[config.mk]
export PLATFORM = sky130hd
export DESIGN_NAME = frmpool_sram_sp_flat
export DESIGN_NICKNAME = d
export VERILOG_FILES = /design/src/rtl/frmpool_sram_sp_if.sv /design/src/rtl/frmpool_sram_sp.sv /design/src/flat_wrapper.sv
export SDC_FILE = /design/constraint.sdc
export NUM_CORES = 1
export LEC_CHECK = 0
export CAP_MARGIN = 20
export CORE_MARGIN = 3
export CORE_UTILIZATION = 50
export CTS_BUF_LIST = sky130_fd_sc_hd__clkbuf_4 sky130_fd_sc_hd__clkbuf_8 sky130_fd_sc_hd__clkbuf_16
export CTS_CLUSTER_DIAMETER = 80
export DETAILED_ROUTE_END_ITERATION = 8
export PLACE_DENSITY = 0.65
export SLEW_MARGIN = 10
export SYNTH_ARGS = -nofsm -noshare
export SYNTH_HDL_FRONTEND = slang
export SYNTH_SLANG_ARGS = --single-unit
[constraint.sdc]
create_clock -name clk -period 6.9 [get_ports clk]
set_input_delay 1.38 -clock clk [delete_from_list [all_inputs] [get_ports clk]]
set_output_delay 1.38 -clock clk [all_outputs]
set_load 0.005 [all_outputs]
[src/rtl/frmpool_sram_sp_if.sv]
// Bus bundle for the frame-pool single-port SRAM model: access controls,
// margin pins and the registered read-data return.
interface frmpool_sram_sp_if #(
  parameter int unsigned ADDR_BITS = 6,
  parameter int unsigned WIDTH     = 16
);
  logic                 CSB;
  logic [WIDTH-1:0]     WEB;
  logic [ADDR_BITS-1:0] A;
  logic [WIDTH-1:0]     DI;
  logic                 DVSE;
  logic [3:0]           DVS;
  logic [WIDTH-1:0]     DO;
  logic                 DO_VLD;

  modport master (
    output CSB, WEB, A, DI, DVSE, DVS,
    input  DO, DO_VLD
  );

  modport slave (
    input  CSB, WEB, A, DI, DVSE, DVS,
    output DO, DO_VLD
  );
endinterface

[src/rtl/frmpool_sram_sp.sv]
// Single-port synchronous SRAM model with per-bit active-low write mask,
// held read data and a one-cycle read-valid pulse.
module frmpool_sram_sp #(
  parameter int unsigned DEPTH     = 49,
  parameter int unsigned ADDR_BITS = 6,
  parameter int unsigned WIDTH     = 16
) (
  input  logic              clk,
  input  logic              rst,
  frmpool_sram_sp_if.slave  bus
);

  localparam logic [ADDR_BITS-1:0] LastAddr = ADDR_BITS'(DEPTH - 1);

  logic [WIDTH-1:0] mem [DEPTH];
  logic [WIDTH-1:0] do_q;
  logic             do_vld_q;
  logic             in_range;
  logic             rd_en;
  logic             wr_en;
  logic             unused_margin;

  assign in_range = (bus.A <= LastAddr);
  assign rd_en    = !rst && !bus.CSB && (&bus.WEB);
  assign wr_en    = !rst && !bus.CSB && !(&bus.WEB) && in_range;

  // Margin-control pins have no functional effect in this model.
  assign unused_margin = ^{bus.DVSE, bus.DVS};

  // No reset on the array: contents survive reset and start uninitialised.
  always_ff @(posedge clk) begin
    if (wr_en) begin
      mem[bus.A] <= (mem[bus.A] & bus.WEB) | (bus.DI & ~bus.WEB);
    end
  end

  // DO only moves on read edges, so the last read value is held otherwise.
  always_ff @(posedge clk) begin
    if (rst) begin
      do_q     <= '0;
      do_vld_q <= 1'b0;
    end else if (rd_en) begin
      do_q     <= in_range ? mem[bus.A] : '0;
      do_vld_q <= 1'b1;
    end else begin
      do_vld_q <= 1'b0;
    end
  end

  assign bus.DO     = do_q;
  assign bus.DO_VLD = do_vld_q;

endmodule

[src/flat_wrapper.sv]
// flat-port wrapper written by rule: the top's interface ports become plain ports
module frmpool_sram_sp_flat 
#(
  parameter int unsigned DEPTH     = 49,
  parameter int unsigned ADDR_BITS = 6,
  parameter int unsigned WIDTH     = 16
)
  (clk, rst, bus_CSB, bus_WEB, bus_A, bus_DI, bus_DVSE, bus_DVS, bus_DO, bus_DO_VLD);
  frmpool_sram_sp_if #(.ADDR_BITS(ADDR_BITS), .WIDTH(WIDTH)) bus_i ();
  input  logic clk;
  input  logic rst;
  input wire logic [$bits(bus_i.CSB)-1:0] bus_CSB;
  input wire logic [$bits(bus_i.WEB)-1:0] bus_WEB;
  input wire logic [$bits(bus_i.A)-1:0] bus_A;
  input wire logic [$bits(bus_i.DI)-1:0] bus_DI;
  input wire logic [$bits(bus_i.DVSE)-1:0] bus_DVSE;
  input wire logic [$bits(bus_i.DVS)-1:0] bus_DVS;
  output wire logic [$bits(bus_i.DO)-1:0] bus_DO;
  output wire logic [$bits(bus_i.DO_VLD)-1:0] bus_DO_VLD;
  assign bus_i.CSB = bus_CSB;
  assign bus_i.WEB = bus_WEB;
  assign bus_i.A = bus_A;
  assign bus_i.DI = bus_DI;
  assign bus_i.DVSE = bus_DVSE;
  assign bus_i.DVS = bus_DVS;
  assign bus_DO = bus_i.DO;
  assign bus_DO_VLD = bus_i.DO_VLD;
  frmpool_sram_sp #(.DEPTH(DEPTH), .ADDR_BITS(ADDR_BITS), .WIDTH(WIDTH)) u_core (.clk(clk), .rst(rst), .bus(bus_i));
endmodule
### After elaboration in Yosys (flattened, before gate mapping)

Memories as Yosys holds them, arrays and structs flattened.
Cells that the tools add are included.

* bits in registers: 17
* latch bits: 0
* bits in writable memories: 784
* ROM bits: 0
* input bits: 46
* output and inout port bits: 17
* word-level logic and storage cells: 20
* memories: 1

* $add $sub $neg: 0
* $mul: 0
* divide/modulo/power cells: 0
* magnitude comparators: 1
* equality and inequality tests: 0
* shifts and indexed selects: 0
* mux-type cells: 4
* bitwise operators: 4
* reductions and logical operators: 8

Memories
* u_core.mem: words 49, bits a word 16, rd ports 1, clocked after Yosys merged registers in 0, write ports 1, RTL line frmpool_sram_sp.sv:15 `logic [WIDTH-1:0] mem [DEPTH];`

Operator list (number)
* $and A16 B16 Y16: 2
* $mux W16: 1
* $not A16 Y16: 1
* $or A16 B16 Y16: 1
* $reduce_and A16 Y1: 1
* $le A6 B6 Y1 const B: 1
* $logic_and A1 B1 Y1: 4
* $logic_not A1 Y1: 3
* $mux W1: 3

### Logic depth before layout (Yosys ltp)

* word-level depth: 6
* mapped depth: 11
* depth with buffers taken out: 6

### Worst setup path before layout

Ideal clock, no wire load.

* kind: input to register
* start: input port bus_A[1]
* end: memory u_core.mem[0][15] (data pin)
* library setup time: 0.499 ns
* data arrival time: 4.274 ns
* required time: 6.401 ns
* path slack: 2.128 ns
* stages: 9
* buffers on the path: 4
* cell sequence: buf_2 > and2_1 > clkbuf_1 > buf_2 > buf_1 > a221oi_1 > o22ai_1 > a211oi_1 > a31oi_1

* longest elaborated chain between the ends: 3

Ends and longest elaborated chain
* from (decl): RTL line flat_wrapper.sv:14 `input wire logic [$bits(bus_i.A)-1:0] bus_A;`
* $mem_v2 Z49 W16
* $and A16 B16 Y16: RTL line frmpool_sram_sp.sv:33 `mem[bus.A] <= (mem[bus.A] & bus.WEB) | (bus.DI & ~bus.WEB);`
* $or A16 B16 Y16: RTL line frmpool_sram_sp.sv:33
* to (decl): RTL line frmpool_sram_sp.sv:15

Every way passes these cells.

### Worst setup path in the final report

* start: input port bus_A[4]
* end: memory u_core.mem[43][0] (data pin)

The elaborated chain is that of the path after synthesis.

==> flow_metrics.tcl <==
set metrics [dict create \
    status "finished clean" \
    slowest_stage "clkdlybuf4s50_1" \
    cts_resized 0 \
    grt_pass1_vias 18000 \
    p_seq_share_pct 52.5 \
    power.switching_mw 2.28 \
    finalPower_mw 10.4 \
    numClockSinks 801 \
    startpoint_type "input pin" \
    io_pins 63 \
    nNetsFinal 1950 \
    path_buf_inv 4 \
    ys_top_cells_by_area "edfxtp_1 76%, mux4_2 3.2%, a221oi_1 2.6%, a22oi_1 2.1%, mux2_2 1.7%" \
    min_period_ns 5.10 \
    start_util_pct 51.0 \
    viasPerCell 6.75 \
    final_layout_size_suffix_gt1_share_pct 19.3 \
    post_drt_wl_per_cell_um 33.2 \
    dr.pass1.iters 6 \
    crit_start "bus_A[4]" \
    grt_max_degree 64 \
    synth_area_mm2 0.0311 \
    die_w_um 256 \
    grt_overflow_total 0 \
    clkPwrFrac_pct 40.6 \
    syn_nets 1821 \
    r2r-start "u_core.mem[3][14]" \
    critical_path_class "input pin to flip-flop" \
    yosys_warnings 0 \
    cts_setup_buffers 0 \
    fin_skew_ns 0.0270 \
    cp_slowest_stage_delay_ns 0.86 \
    die_area_mm2 0.0653 \
    yosysSeqAreaShare_pct 76.7 \
    p_sw_share_pct 22.0 \
    ys_ff_latch 801 \
    grt_usage_pct 28.1 \
    gp_congestion 0.927 \
    cts_hold_buffers 0 \
    slew_headroom_pct 26.4 \
    path_common_cell "buf_4" \
    synth_edf_count 784 \
    cts_tree "built" \
    critPathArrivalTime_ns 5.43 \
    hpwl_um 55200 \
    hp-start "u_core.bus.DO[6]" \
    cts-root-buf "clkbuf_16" \
    end_kind "flip-flop" \
    ir_drop_v 0.000153 \
    combPwrFrac_pct 6.8 \
    clk-insertion-delay-late_ns 0.63 \
    num_vias 18900 \
    hold_viol 0 \
    p_leak_nw 11.3 \
    cts_made_buffers 77 \
    core_mm2 0.0610 \
    final_max_slew_viol_count 0 \
    synth_top_area_share_pct 75.6 \
    drt-initial-drc-count 3034 \
    place_inst 2652 \
    rsz0062_at_grt "false" \
    maxCapViolCount 0 \
    ys.flop_type "edfxtp_1" \
    worst_pin_slew_ns 1.10 \
    crit_chain "clkdlybuf4s50_1 -> inv_1 -> nand3_1 -> buf_4 -> o31ai_1 -> a2111o_1 -> a2111oi_2 -> a21oi_4 -> buf_4" \
    ys_types 74 \
    required_ns 7.24 \
    power.density_mw_per_mm2 290 \
    fillers 4547 \
    syn-mean-instance-area_um2 17.5 \
    period_share_pct 73.8 \
    drt_wl_total_um 92700 \
    htree_levels 3 \
    hold_ws_ns 0.447 \
    setup_viol 0 \
    ant_nets 0 \
    syn_inst 1775 \
    path_clk_slew_ns 0.06 \
    io_buffers 57 \
    hold_path.class "flip-flop to flip-flop" \
    antenna_found_initial 7 \
    fin_tns_setup_ns 0 \
    grt_pass1_wl_um 132000 \
    area_delta_synth_final_pct 14.9 \
    rows 90 \
    die_h_um 256 \
    synth_top_cell_by_area "edfxtp_1" \
    async_flop_share_pct 0 \
    crit_family "buffers and inverters" \
    final_cells 2794 \
    drc 0 \
    clockBufferDepth 3 \
    max_freq_mhz 196 \
    p_int_mw 8.09 \
    cp_max_fo 26 \
]
path summary, 6_finish.rpt:
kind / slack [ns] / endpoint / cells after the start
setup reg to reg: 3.50 / u_core.mem[4][14] / 7
hold / removal: 0.45 / u_core.bus.DO[6] / 2
setup / recovery: 1.80 / u_core.mem[43][0] / 9
hold reg to reg: 0.45 / u_core.bus.DO[6] / 2
kinds of logic after synthesis:
group | after synthesis | share of synthesized area [%]
simple gates | 296 | 4.68
mux | 139 | 6.44
compound gates | 407 | 10.0
buf+inv | 132 | 2.18
flops | 801 | 76.7
power by group through the flow:
stage | sequential [mW] | clock (mW) | combinational (mW)
floorplan | 5.56 | 0 | 0.354
global placement | 5.55 | 0 | 0.677
detailed placement | 5.55 | 0 | 0.692
CTS | 5.44 | 4.24 | 0.693
global route | 5.44 | 4.44 | 0.737
finish | 5.44 | 4.21 | 0.709
cells in the final DEF (no fill, tap or decap), types with 24 or more instances in the layout:
master and instances:
o21ai_0 34, mux2_2 47, mux2i_1 46, nand2_1 79, nor2_1 98, a221oi_1 93, buf_4 116, clkbuf_16 79
edfxtp_1 784, o22ai_1 24, clkdlybuf4s50_1 54, a22oi_1 89, mux4_2 44
cell usage after synthesis, types with 5 or more instances:
cell type,count
a221o_1,21
nor2_1,100
o221ai_1,8
nand4_1,9
nor2b_1,8
o21ai_0,34
nand2_1,79
mux2i_1,46
o21ai_1,9
inv_1,5
o22ai_1,24
nand3_1,15
mux4_2,44
buf_6,8
edfxtp_1,784
o32ai_1,7
a21oi_1,34
and2_1,8
nor3_1,17
a211oi_1,6
a32oi_1,7
a31oi_1,16
a221oi_1,93
or3_1,5
dfxtp_1,17
nor4_1,6
buf_2,43
and4_1,5
mux2_2,47
and3_1,12
clkbuf_1,56
a22o_1,15
buf_4,7
nor3b_1,8
a22oi_1,89
buf_1,10
per-stage QoR:
step,instance area [µm²],setup slack [ns],util (%)
3_5_place_dp,33200,1.35,54.5
5_1_grt,35800,1.65,58.6
6_report,35800,1.80,58.6
4_1_cts,35800,1.97,58.6
2_1_floorplan,31100,2.13,-
3_3_place_gp,33200,1.43,54.5
sequential cells by signal, indices dropped and copies added, names as in the netlist:
register,count
u_core.bus.DO,16
u_core.bus.DO_VLD,1
u_core.mem,784
worst min-delay path, delay by kind of cell, from the launching register on:
kind / cells / cell delay (ns)
AOI/OAI and AO/OA: 1 / 0.05
DFF: 1 / 0.31
and+or+nand+nor: 1 / 0.05
cell type report:
cell class	count	area [µm²]	area share, %
sequential	801	23900	66.7
multi-input combinational	842	6790	19.0
clock buffer	97	2120	5.94
timing repair buffer	177	1540	4.29
tap	828	1040	2.89
clock inverter	43	400	1.12
inverter	5	18.8	0.0524
antenna	1	2.50	0.00699
per-layer routing:
layer  wire length (µm)  part of all wire, %  vias to the layer above  global-route usage (%)
met1              34600                   37                     9622                    39.0
li1                   -                    -                     7613                       -
met2              43100                   46                     1415                    43.5
met5                 42                0.045                        -                       0
met4               3980                  4.3                        6                    12.2
met3              11100                   12                      207                    6.05
(Power assumes the default switching activity.)
